[config.mk]
export PLATFORM = sky130hd
export DESIGN_NAME = uart_fifo_v2
export DESIGN_NICKNAME = d
export VERILOG_FILES = /design/src/rtl/uart_fifo_pkg.sv /design/src/rtl/fifo_dpram.sv /design/src/rtl/uart_fifo_v2.sv
export SDC_FILE = /design/constraint.sdc
export NUM_CORES = 1
export LEC_CHECK = 0
export CAP_MARGIN = 20
export CORE_MARGIN = 8
export CORE_UTILIZATION = 35
export CTS_CLUSTER_SIZE = 28
export DETAILED_ROUTE_END_ITERATION = 16
export PLACE_DENSITY_LB_ADDON = 0.08
export SYNTH_ARGS = -nofsm -noshare
export SYNTH_HDL_FRONTEND = slang
export SYNTH_SLANG_ARGS = --single-unit
export TNS_END_PERCENT = 30
[constraint.sdc]
create_clock -name clk -period 3.05 [get_ports clk]
set_input_delay 0.915 -clock clk [delete_from_list [all_inputs] [get_ports clk]]
set_output_delay 0.915 -clock clk [all_outputs]
set_load 0.02 [all_outputs]
[src/rtl/uart_fifo_pkg.sv]
// Shared defaults and a constant clog2 helper for the uart_fifo_v2 family.
// Pure elaboration-time content: no logic, no latency, no flow control.
package uart_fifo_pkg;

  localparam int DEF_DATA_W    = 8;
  localparam int DEF_DEPTH     = 128;
  localparam int DEF_AF_MARGIN = 4;
  localparam int DEF_AE_LEVEL  = 4;

  // Ceiling log2 usable in parameter expressions; clog2(1) == 0.
  function automatic int clog2(input int value);
    int r;
    int v;
    r = 0;
    v = value - 1;
    while (v > 0) begin
      r = r + 1;
      v = v >> 1;
    end
    return r;
  endfunction

endpackage

[src/rtl/fifo_dpram.sv]
// Simple dual-port storage, one write and one registered read port; read data one edge after re.
// No flow control: caller guarantees addresses are valid; only the output register is reset/cleared.
module fifo_dpram
  import uart_fifo_pkg::*;
#(
  parameter int DATA_W = DEF_DATA_W,
  parameter int DEPTH  = DEF_DEPTH,
  parameter int ADDR_W = clog2(DEF_DEPTH)
) (
  input  logic              clk,
  input  logic              rst,
  input  logic              clr,
  input  logic              we,
  input  logic [ADDR_W-1:0] waddr,
  input  logic [DATA_W-1:0] wdata,
  input  logic              re,
  input  logic [ADDR_W-1:0] raddr,
  output logic [DATA_W-1:0] rdata
);

  logic [DATA_W-1:0] mem [DEPTH];

  // Array left unreset so it maps onto block RAM.
  always_ff @(posedge clk) begin
    if (we) begin
      mem[waddr] <= wdata;
    end
  end

  always_ff @(posedge clk or negedge rst) begin
    if (!rst) begin
      rdata <= '0;
    end else if (clr) begin
      rdata <= '0;
    end else if (re) begin
      rdata <= mem[raddr];
    end
  end

endmodule

[src/rtl/uart_fifo_v2.sv]
// Synchronous FIFO, all DEPTH entries usable; read data 1 cycle after read (FWFT=0) or head shown (FWFT=1).
// Writes dropped when full (sticky ovf), reads ignored when empty (sticky udf); active-low clear overrides both.
module uart_fifo_v2
  import uart_fifo_pkg::*;
#(
  parameter int DATA_W   = DEF_DATA_W,
  parameter int DEPTH    = DEF_DEPTH,
  parameter int AF_LEVEL = DEPTH - DEF_AF_MARGIN,
  parameter int AE_LEVEL = DEF_AE_LEVEL,
  parameter int FWFT     = 0
) (
  input  logic                        clk,
  input  logic                        rst,
  input  logic [DATA_W-1:0]           data_i,
  input  logic                        n_we_i,
  input  logic                        n_re_i,
  input  logic                        n_clr_i,
  output logic [DATA_W-1:0]           data_o,
  output logic [clog2(DEPTH+1)-1:0]   count_o,
  output logic                        p_empty_o,
  output logic                        p_full_o,
  output logic                        p_afull_o,
  output logic                        p_aempty_o,
  output logic                        p_ovf_o,
  output logic                        p_udf_o
);

  localparam int PTR_W = clog2(DEPTH);
  localparam int CNT_W = clog2(DEPTH + 1);
  localparam logic [CNT_W-1:0] DEPTH_C = CNT_W'(DEPTH);
  localparam logic [CNT_W-1:0] AF_C    = CNT_W'(AF_LEVEL);
  localparam logic [CNT_W-1:0] AE_C    = CNT_W'(AE_LEVEL);
  localparam logic [CNT_W-1:0] ONE_C   = CNT_W'(1);

  if (DATA_W < 1 || DATA_W > 32) begin : g_chk_width
    $error("uart_fifo_v2: DATA_W must be 1..32");
  end
  if (DEPTH < 2 || DEPTH > 1024) begin : g_chk_depth
    $error("uart_fifo_v2: DEPTH must be 2..1024");
  end
  if (!(AE_LEVEL < AF_LEVEL && AF_LEVEL <= DEPTH)) begin : g_chk_levels
    $error("uart_fifo_v2: need AE_LEVEL < AF_LEVEL <= DEPTH");
  end

  logic [PTR_W-1:0]  wr_ptr, rd_ptr, rd_ptr_nxt, ram_raddr;
  logic [CNT_W-1:0]  count;
  logic              empty, full, clr, wr_acc, rd_acc;
  logic              ovf, udf;
  logic              ram_re, byp_load, byp_sel;
  logic [DATA_W-1:0] byp_dat, ram_dat;

  function automatic logic [PTR_W-1:0] ptr_inc(input logic [PTR_W-1:0] p);
    return (p == PTR_W'(DEPTH - 1)) ? '0 : p + PTR_W'(1);
  endfunction

  always_comb begin
    clr        = !n_clr_i;
    empty      = (count == '0);
    full       = (count == DEPTH_C);
    wr_acc     = !n_we_i && !full;
    rd_acc     = !n_re_i && !empty;
    rd_ptr_nxt = ptr_inc(rd_ptr);
    byp_load   = 1'b0;
    ram_re     = rd_acc;
    ram_raddr  = rd_ptr;
    if (FWFT != 0) begin
      // The next head is either already in RAM, or is the word arriving this cycle and must bypass it.
      byp_load  = wr_acc && (empty || (rd_acc && count == ONE_C));
      ram_re    = rd_acc && (count > ONE_C);
      ram_raddr = rd_ptr_nxt;
    end
  end

  always_ff @(posedge clk or negedge rst) begin
    if (!rst) begin
      wr_ptr  <= '0;
      rd_ptr  <= '0;
      count   <= '0;
      ovf     <= 1'b0;
      udf     <= 1'b0;
      byp_sel <= 1'b0;
      byp_dat <= '0;
    end else if (clr) begin
      wr_ptr  <= '0;
      rd_ptr  <= '0;
      count   <= '0;
      ovf     <= 1'b0;
      udf     <= 1'b0;
      byp_sel <= 1'b0;
      byp_dat <= '0;
    end else begin
      if (wr_acc) wr_ptr <= ptr_inc(wr_ptr);
      if (rd_acc) rd_ptr <= rd_ptr_nxt;
      if (wr_acc && !rd_acc) begin
        count <= count + ONE_C;
      end else if (rd_acc && !wr_acc) begin
        count <= count - ONE_C;
      end
      if (!n_we_i && full) ovf <= 1'b1;
      // A read paired with a write on an empty FIFO is not treated as an underflow.
      if (!n_re_i && empty && n_we_i) udf <= 1'b1;
      if (byp_load) begin
        byp_sel <= 1'b1;
        byp_dat <= data_i;
      end else if (ram_re) begin
        byp_sel <= 1'b0;
      end
    end
  end

  fifo_dpram #(
    .DATA_W (DATA_W),
    .DEPTH  (DEPTH),
    .ADDR_W (PTR_W)
  ) u_ram (
    .clk   (clk),
    .rst   (rst),
    .clr   (clr),
    .we    (wr_acc && !clr),
    .waddr (wr_ptr),
    .wdata (data_i),
    .re    (ram_re && !clr),
    .raddr (ram_raddr),
    .rdata (ram_dat)
  );

  assign data_o     = byp_sel ? byp_dat : ram_dat;
  assign count_o    = count;
  assign p_empty_o  = empty;
  assign p_full_o   = full;
  assign p_afull_o  = (count >= AF_C);
  assign p_aempty_o = (count <= AE_C);
  assign p_ovf_o    = ovf;
  assign p_udf_o    = udf;

endmodule

Yosys cells after proc, flatten, opt, wreduce, memory -nomap -nowiden
Memories as Yosys holds them, arrays and structs flattened.
Index checks and enable logic that the tools add are counted.
- add/subtract/negate cells: 4
- shift operators: 0
- multiply operators: 0
- muxes and demuxes: 20
- $lt $le $gt $ge: 2
- reduce and logical (&&, ||, !) cells: 16
- equality and inequality tests: 9
- bitwise logic cells: 0
- div/mod/pow operators: 0
- operators with widths (kind ; count):
    two-way mux 8 bit ; 6
    two-way mux 7 bit ; 6
    adder 7 x 1 -> 7 bit (second input constant) ; 2
    == test 7 bit (second input constant) ; 2
    != test 2 x 1 -> 1 bit (second input constant) ; 5
    logical AND 1 bit ; 9
    adder 8 x 1 -> 8 bit (second input constant) ; 1
    == test 8 bit (second input constant) ; 1
    >= comparator 8 x 7 -> 1 bit (second input constant) ; 1
    less-or-equal comparator 8 x 3 -> 1 bit (second input constant) ; 1
    zero test 8 bit ; 1
    two-way mux 1 bit ; 8
    subtractor 8 x 1 -> 8 bit (second input constant) ; 1
    zero test 1 bit ; 6
    != test 3 x 1 -> 1 bit (second input constant) ; 1
- register bits after elaboration: 33
- memories kept: 1
- latch bits: 0
- bits in writable memories: 1024
- input bits: 13
- bits in read-only memories: 0
- memories (memory ; depth ; width ; rd ports ; clocked after memory_dff ; wr ports ; RTL line ; RTL):
    u_ram.mem ; 128 ; 8 ; 1 ; 0 ; 1 ; fifo_dpram.sv:21 ; logic [DATA_W-1:0] mem [DEPTH];

Longest topological paths before layout
Gate-level depths: netlist (run 1).
- depth after elaboration: 8
- gate-level depth with buffers: 11
- depth with buffers taken out: 11

Cells and area by module
From an unflattened synthesis (run 1), not the netlist that was laid out.
- cells, all modules: 2268
- area total of the unflattened synthesis: 42401.9 um2
- modules (own cells, without submodules) (module ; sequential area each (um2) ; instances ; cells each ; area each (um2)):
    fifo_dpram ; 30949.7 ; 1 ; 2098 ; 40836.7
    uart_fifo_v2 ; 600.6 ; 1 ; 170 ; 1565.3

Worst setup path after synthesis (run 1)
OpenSTA, ideal clock, no wires.
- kind: input to register
- start point: in n_we_i
- end point: mem u_ram.mem[67][0] (netlist name), enable pin
- path slack: -96 ps
- setup time: 395 ps
- data arrival time: 2751 ps
- stages on the path: 5
- buffers on the path: 1
- path through: a31o_2 nor2_1 clkbuf_1 nand3_1 nor4bb_1
- longest elaborated chain between the ends: 5
- RTL lines (what ; RTL line ; RTL):
    start, declared ; uart_fifo_v2.sv:15 ; input logic n_we_i,
    zero test 1 bit ; uart_fifo_v2.sv:60 ; wr_acc = !n_we_i && !full;
    logical AND 1 bit ; uart_fifo_v2.sv:60 ;
    logical AND 1 bit ; uart_fifo_v2.sv:119 ; .we (wr_acc && !clr),
    two-way mux 1 bit ; fifo_dpram.sv:25 ; if (we) begin
    two-way mux 1 bit (not written as such) ; fifo_dpram.sv:26 ; mem[waddr] <= wdata;
    end, declared ; fifo_dpram.sv:21 ;
Every way passes these cells.

Worst setup path in the final report (run 1)
- start point: reg count[5] (netlist: count_o[5])
- end point: reg count[7] (netlist: count_o[7])
- longest elaborated chain between the ends: 7
- RTL lines (what ; RTL line ; RTL):
    start, declared ; uart_fifo_v2.sv:46 ; logic [CNT_W-1:0] count;
    start signal, assigned ; uart_fifo_v2.sv:95 ; count <= count + ONE_C;
    start signal, assigned ; uart_fifo_v2.sv:97 ; count <= count - ONE_C;
    branches (longest 7 deep; another with subtractor 8 x 1 -> 8 bit) ; -- ;
Parallel ways; which one is timed is not known. The select of a mux whose other input is x is not followed.
A chain may end at the register's enable or synchronous reset.

==> results_dict.tcl, run 1 <==
set metrics [dict create \
    worstPathMaxFanout 5 \
    switchingPower_uw 8044 \
    clk_pin_slew_worst_paths_ns 0.06 \
    cts_made_buffers 113 \
    grt_overflow_total 0 \
    p_per_area_nw_per_um2 681.7 \
    synthToLayoutAreaGrowth_pct 19.51 \
    rrSetupSlack_ns 0.04 \
    hold_viol 0 \
    run_status "complete, no violations" \
    r2r_end "count_o[7]$_DFFE_PN0P_" \
    rsz0062_at_grt "yes" \
    final_cell_count_no_fill 4067 \
    synth_area_um2 41730 \
    maxSlewViolCount 0 \
    fin_area_um2 49880 \
    setup_viol_count_final 0 \
    hp-class "in2async" \
    tightest_slew_ns 0.8561 \
    htreeDepth 3 \
    p_sw_share_pct 23.66 \
    viasPerCell 5.263 \
    max-cap-violations 0 \
    drt-initial-drc-count 1647 \
    synthArstFlopShare_pct 3.030 \
    grt_pass1_vias 22280 \
    cts_buffer_depth 3 \
    grt_pass1_wl_mm 161.6 \
    min_period_over_period_pct 98.84 \
    finalCriticalPeriod_ns 3.015 \
    worstPathRequired_ns 3.63 \
    hold_ws_ns 0.3270 \
    die_w_um 361.3 \
    critPathCaptureType "flip-flop" \
    yosys_warnings 0 \
    dr_total_vias 21410 \
    p_int_uw 25960 \
    place_hpwl_mm 72.38 \
    drt-total-wl_mm 112.1 \
    dieArea_um2 130500 \
    dp_cells 3852 \
    fin_nets 2456 \
    p_seq_share_pct 47.5 \
    cts_sinks 1056 \
    core-area_um2 118200 \
    synth_top_area_cell "edfxtp_1" \
    antenna_found_initial 1 \
    cts_tree "done" \
    ys_seq_area_share_pct 75.60 \
    critPathLaunchType "flip-flop" \
    clockRootBuffer "clkbuf_16" \
    io_buffers 34 \
    fmax_mhz 331.7 \
    grt_util_all_layers_pct 16.88 \
    synth.top_cell.area_share_pct 73.68 \
    r2r_cells 12 \
    drive_above_1_share_pct 29.49 \
    initial_core_util_pct 35.30 \
    reg2reg_from "count_o[5]$_DFFE_PN0P_" \
    die_y_um 361.3 \
    netlist_top_cells_area "edfxtp_1, mux4_2, dfrtp_1, mux2i_1, nor2_1" \
    syn_avg_cell_area_um2 19.99 \
    ant_nets 0 \
    p_comb_share_pct 12.8 \
    crit_start "count_o[5]$_DFFE_PN0P_" \
    firstDrtPassIters 5 \
    cp.arrival_ns 3.59 \
    clock_latency_ns 0.69 \
    ios 35 \
    synth.distinct_cells 69 \
    ys.flop_type "edfxtp_1" \
    synth-seq-cells 1056 \
    p_leak_uw 0.01586 \
    drc 0 \
    criticalPathCategory "reg2reg" \
    syn_inst 2088 \
    wl_per_cell_um 27.57 \
    clock_power_share_pct 39.7 \
    synth_fp_nets 2110 \
    grt_max_degree 129 \
    synth_edf_count 1024 \
    std_cell_rows 126 \
    gp_congestion 0.7845 \
    skew_ns 0.02542 \
    max_slew_margin_pct 42.93 \
    placed_cell_area_um2 46170 \
    postCtsHoldBufs 0 \
    vdd_drop_max_mv 0.4490 \
]
[power by group through the flow]
| stage | Sequential (uW) | Combinational, uW | Clock, uW |
|---|---|---|---|
| after floorplan | 16500 | 2560 | 0 |
| after global placement | 16500 | 4360 | 0 |
| after detailed placement | 16500 | 4390 | 0 |
| after CTS | 16200 | 4400 | 13900 |
| after global routing | 16200 | 4670 | 14400 |
| final | 16200 | 4340 | 13500 |
[layer usage]
layer	vias up	wire (um)	track usage (%)
li1	9317	-	-
met1	11470	50750	23.67
met2	486	54160	27.75
met3	131	5026	2.528
met4	0	2186	4.121
met5	-	0	0
[synthesized netlist by cell type (all sizes together) (15+ instances only)]
cell type	n
mux4	225
nand2	77
nor3	21
buf	69
nor2	172
a22oi	21
o22ai	28
edfxtp	1024
a221oi	15
mux2i	79
dfrtp	32
mux2	28
nand3	38
clkbuf	47
o21ai	17
[what timing repair did]
action,in CTS,in global routing
buffers inserted,0,3
pin swaps,0,6
setup endpoints to repair,6,9
resized for setup,22,8
[worst max-delay path, stage by stage (launching register included)]
cell and delay [ns]:
dfrtp_1 0.38, or4_4 0.59, o31ai_4 0.22, nand2_2 0.13, buf_4 0.16, buf_4 0.14, ha_1 0.29, o21a_1 0.17
a2111oi_2 0.08, buf_4 0.14, or3_1 0.36, a21oi_1 0.18, nor3b_2 0.07
[registers in the layout, summed over array words and instances (netlist names)]
name	count
p_udf_o	1
ram_raddr	7
wr_ptr	7
count_o	8
u_ram.rdata	8
u_ram.mem	1024
p_ovf_o	1
[stage by stage]
stage               utilization [%]  TNS (ns)  worst slack (ns)  power, uW
floorplan                         -   -0.2780          -0.08505      19030
global placement              39.05    -1.920           -0.4588      20810
detailed placement            39.05    -1.826           -0.4216      20850
CTS                           42.15         0          0.008262      34430
global route                  42.18   -0.1506          -0.05468      35190
finish                        42.18         0           0.03548      34000
[cells by family (layout without fill, tap and decap cells)]
| family | count (synthesis) | in the layout | synth area share, % |
|---|---|---|---|
| other | 0 | 1 | 0 |
| XOR/XNOR | 10 | 10 | 0.2099 |
| AO/OA/AOI/OAI | 168 | 168 | 3.034 |
| adder cells (fa/ha/maj) | 9 | 9 | 0.2878 |
| buffers and inverters | 127 | 569 | 1.685 |
| flip-flops | 1056 | 1056 | 75.60 |
| multiplexers | 332 | 332 | 14.94 |
| AND/OR/NAND/NOR | 386 | 386 | 4.248 |
[cell usage in the layout, fill, tap and decap left out, drive strengths merged, types with 21 or more instances in the layout]
| master | Yosys | final |
|---|---|---|
| o22ai | 28 | 28 |
| nor3 | 21 | 21 |
| buf | 69 | 325 |
| clkbuf | 47 | 142 |
| nor2 | 172 | 172 |
| clkinv | 1 | 50 |
| edfxtp | 1024 | 1024 |
| nand2 | 77 | 77 |
| mux2 | 28 | 28 |
| mux4 | 225 | 225 |
| dfrtp | 32 | 32 |
| a22oi | 21 | 21 |
| nand3 | 38 | 38 |
| mux2i | 79 | 79 |
| clkdlybuf4s50 | 0 | 21 |
[worst max-delay path by stage]
stage                                         to  slack, ns  depth (start not counted)
after floorplan           count_o[7]$_DFFE_PN0P_      -0.09                         10
after global placement    count_o[7]$_DFFE_PN0P_      -0.46                         11
after detailed placement  count_o[7]$_DFFE_PN0P_      -0.42                         11
after CTS                 count_o[7]$_DFFE_PN0P_      0.008                         11
after global routing      count_o[7]$_DFFE_PN0P_      -0.05                         12
final                     count_o[7]$_DFFE_PN0P_       0.04                         12
[cell type report]
| type | count | area (um^2) |
|---|---|---|
| diodes | 1 | 2.502 |
| multi-input cells | 905 | 9534 |
| repair buffers | 347 | 3162 |
| well taps | 1536 | 1922 |
| flip-flops and latches | 1056 | 31570 |
| inverters | 11 | 41.29 |
| clock buffers | 142 | 2979 |
| clock inverters | 69 | 671.9 |
| fillers | 10430 | 68360 |
Note: power is estimated with default switching activity, not from simulation.
==> inputs of run 2 (changes only) <==
Settings changed: MAX_ROUTING_LAYER set to met4.
==> run 2 against run 1 <==
Total power is essentially flat; clock power is essentially flat; register-to-register slack is essentially flat; sequential cell count is the same; die area is the same; global-route usage grew 0.51 points; cell count is essentially flat; clock-buffer cell count is the same; utilization is essentially flat; via count grew 0.13%; critical endpoint unchanged; largest power group unchanged.
==> results_dict.tcl, run 2 (synthesis gave the netlist of run 1 again) <==
set metrics [dict create \
    num-fill-cells 10430 \
    p_seq_share_pct 47.5 \
    maxSlewViolCount 0 \
    max-cap-violations 0 \
    p_comb_share_pct 12.8 \
    grt_util_all_layers_pct 17.39 \
    firstDrtPassIters 5 \
    gp_congestion 0.7955 \
    initial_core_util_pct 35.30 \
    clock_latency_ns 0.69 \
    fin_nets 2456 \
    cts_sinks 1056 \
    fmax_mhz 331.9 \
    die_w_um 361.3 \
    core-area_um2 118200 \
    critPathLaunchType "flip-flop" \
    ant_nets 0 \
    cts_made_buffers 113 \
    fin_ws_ns 0.03748 \
    wl_met1_mm 50.99 \
    routed.top_layer "met4" \
    clockRootBuffer "clkbuf_16" \
    die_y_um 361.3 \
    p_sw_share_pct 23.68 \
    vdd_drop_max_mv 0.4498 \
    skew_ns 0.02323 \
    setup_viol_count_final 0 \
    p_int_uw 25970 \
    drt-total-wl_mm 112.2 \
    place_hpwl_mm 72.38 \
    crit_start "count_o[5]$_DFFE_PN0P_" \
    critPathCaptureType "flip-flop" \
    worstSetupEndpoint "count_o[7]$_DFFE_PN0P_" \
    hold_ws_ns 0.3311 \
    drt-initial-drc-count 1678 \
    r2r_end "count_o[7]$_DFFE_PN0P_" \
    run_status "complete, no violations" \
    clock_power_share_pct 39.7 \
    synthToLayoutAreaGrowth_pct 19.55 \
    worstPathMaxFanout 5 \
    clk_pin_slew_worst_paths_ns 0.06 \
    cp.arrival_ns 3.59 \
    rsz0062_at_grt "yes" \
    dieArea_um2 130500 \
    drc 0 \
    postCtsHoldBufs 0 \
    met2_length_mm 54.02 \
    cts_tree "done" \
    drive_above_1_share_pct 29.53 \
    hold_viol 0 \
    viasPerCell 5.271 \
    layout_commonest_cell "edfxtp_1" \
    regArea_um2 31570 \
    pre_cts_ws_ns -0.4216 \
    grt_max_degree 129 \
    r2r_cells 12 \
    p_leak_uw 0.01586 \
    dr_total_vias 21430 \
    grt_pass1_vias 22230 \
    ios 35 \
    met3_length_mm 4.861 \
    multi_input_area_um2 9540 \
    min_period_over_period_pct 98.77 \
    finalCriticalPeriod_ns 3.013 \
    io_buffers 34 \
    final_cell_mix "edfxtp_1, buf_4, mux4_2, nor2_1, clkbuf_16" \
    cts_buffer_depth 3 \
    switchingPower_uw 8058 \
    antenna_found_initial 1 \
    p_per_area_nw_per_um2 681.9 \
    p_total_uw 34020 \
    std_cell_rows 126 \
    tightest_slew_ns 0.8689 \
    largest_reg_flops 1024 \
    rrSetupSlack_ns 0.04 \
    reg2reg_from "count_o[5]$_DFFE_PN0P_" \
    hp-class "in2async" \
    grt_overflow_total 0 \
    grt_pass1_wl_mm 161.7 \
    wl_per_cell_um 27.60 \
    htreeDepth 3 \
    top_register "u_ram.mem" \
    max_slew_margin_pct 42.07 \
    insertedDiodeCount 0 \
    worstPathRequired_ns 3.62 \
    criticalPathCategory "reg2reg" \
]
## run 2: cell count changes in the layout (fill, tap and decap cells not counted)
cell,before,now
a32oi_1,1,0
buf_4,282,279
a2111oi_0,7,8
a2111oi_1,2,1
buf_6,1,4
a32oi_2,0,1
diode_2,1,0
## run 2: how the worst min path moves through the flow
stage                                 end  depth (start not counted)
3_3_place_gp          p_ovf_o$_DFFE_PN0P_                          1
3_5_place_dp          p_ovf_o$_DFFE_PN0P_                          1
2_1_floorplan       wr_ptr[4]$_DFFE_PN0P_                          2
4_1_cts        u_ram.rdata[2]$_DFFE_PN0P_                          1
5_1_grt            count_o[5]$_DFFE_PN0P_                          1
6_report           count_o[1]$_DFFE_PN0P_                          1
## run 2: worst max-delay path: stages (launching register included)
cell and delay, ns:
dfrtp_1 0.37, or4_4 0.59, o31ai_4 0.22, nand2_2 0.14, buf_6 0.15, buf_4 0.13, ha_1 0.29, o21a_1 0.17
a2111oi_2 0.08, buf_4 0.14, or3_1 0.36, a21oi_1 0.19, nor3b_2 0.07
## run 2: power groups by stage
stage / registers [uW] / clock network, uW / logic, uW
2_1_floorplan: 16500 / 0 / 2560
3_3_place_gp: 16500 / 0 / 4360
3_5_place_dp: 16500 / 0 / 4390
4_1_cts: 16200 / 13900 / 4400
5_1_grt: 16200 / 14400 / 4670
6_report: 16200 / 13500 / 4360
## run 2: metrics by stage
step	instances	setup TNS, ns	instance area (um^2)	util (%)
floorplan	2088	-0.2780	41740	-
global placement	3852	-1.920	46170	39.05
detailed placement	3852	-1.826	46170	39.05
CTS	4063	0	49830	42.15
global route	4066	-0.08596	49890	42.20
finish	4066	0	49890	42.20
## run 2: timing repair
item / CTS / global route
setup endpoints to repair: 6 / 10
resized for setup: 22 / 11
setup buffers: 0 / 3
pin swaps: 0 / 5
## run 2: routing by layer
layer / up-vias / track usage, %
met3: 155 / 2.439
li1: 9319 / -
met2: 483 / 27.83
met1: 11480 / 23.70
met5: - / -
met4: 0 / 4.082
## run 2: cell type report
| cell class | instances | share of cell area, % |
|---|---|---|
| clock buffers | 142 | 5.971 |
| flip-flops and latches | 1056 | 63.27 |
| clock inverters | 69 | 1.347 |
| well taps | 1536 | 3.852 |
| repair buffers | 347 | 6.360 |
| multi-input cells | 905 | 19.12 |
| inverters | 11 | 0.08276 |
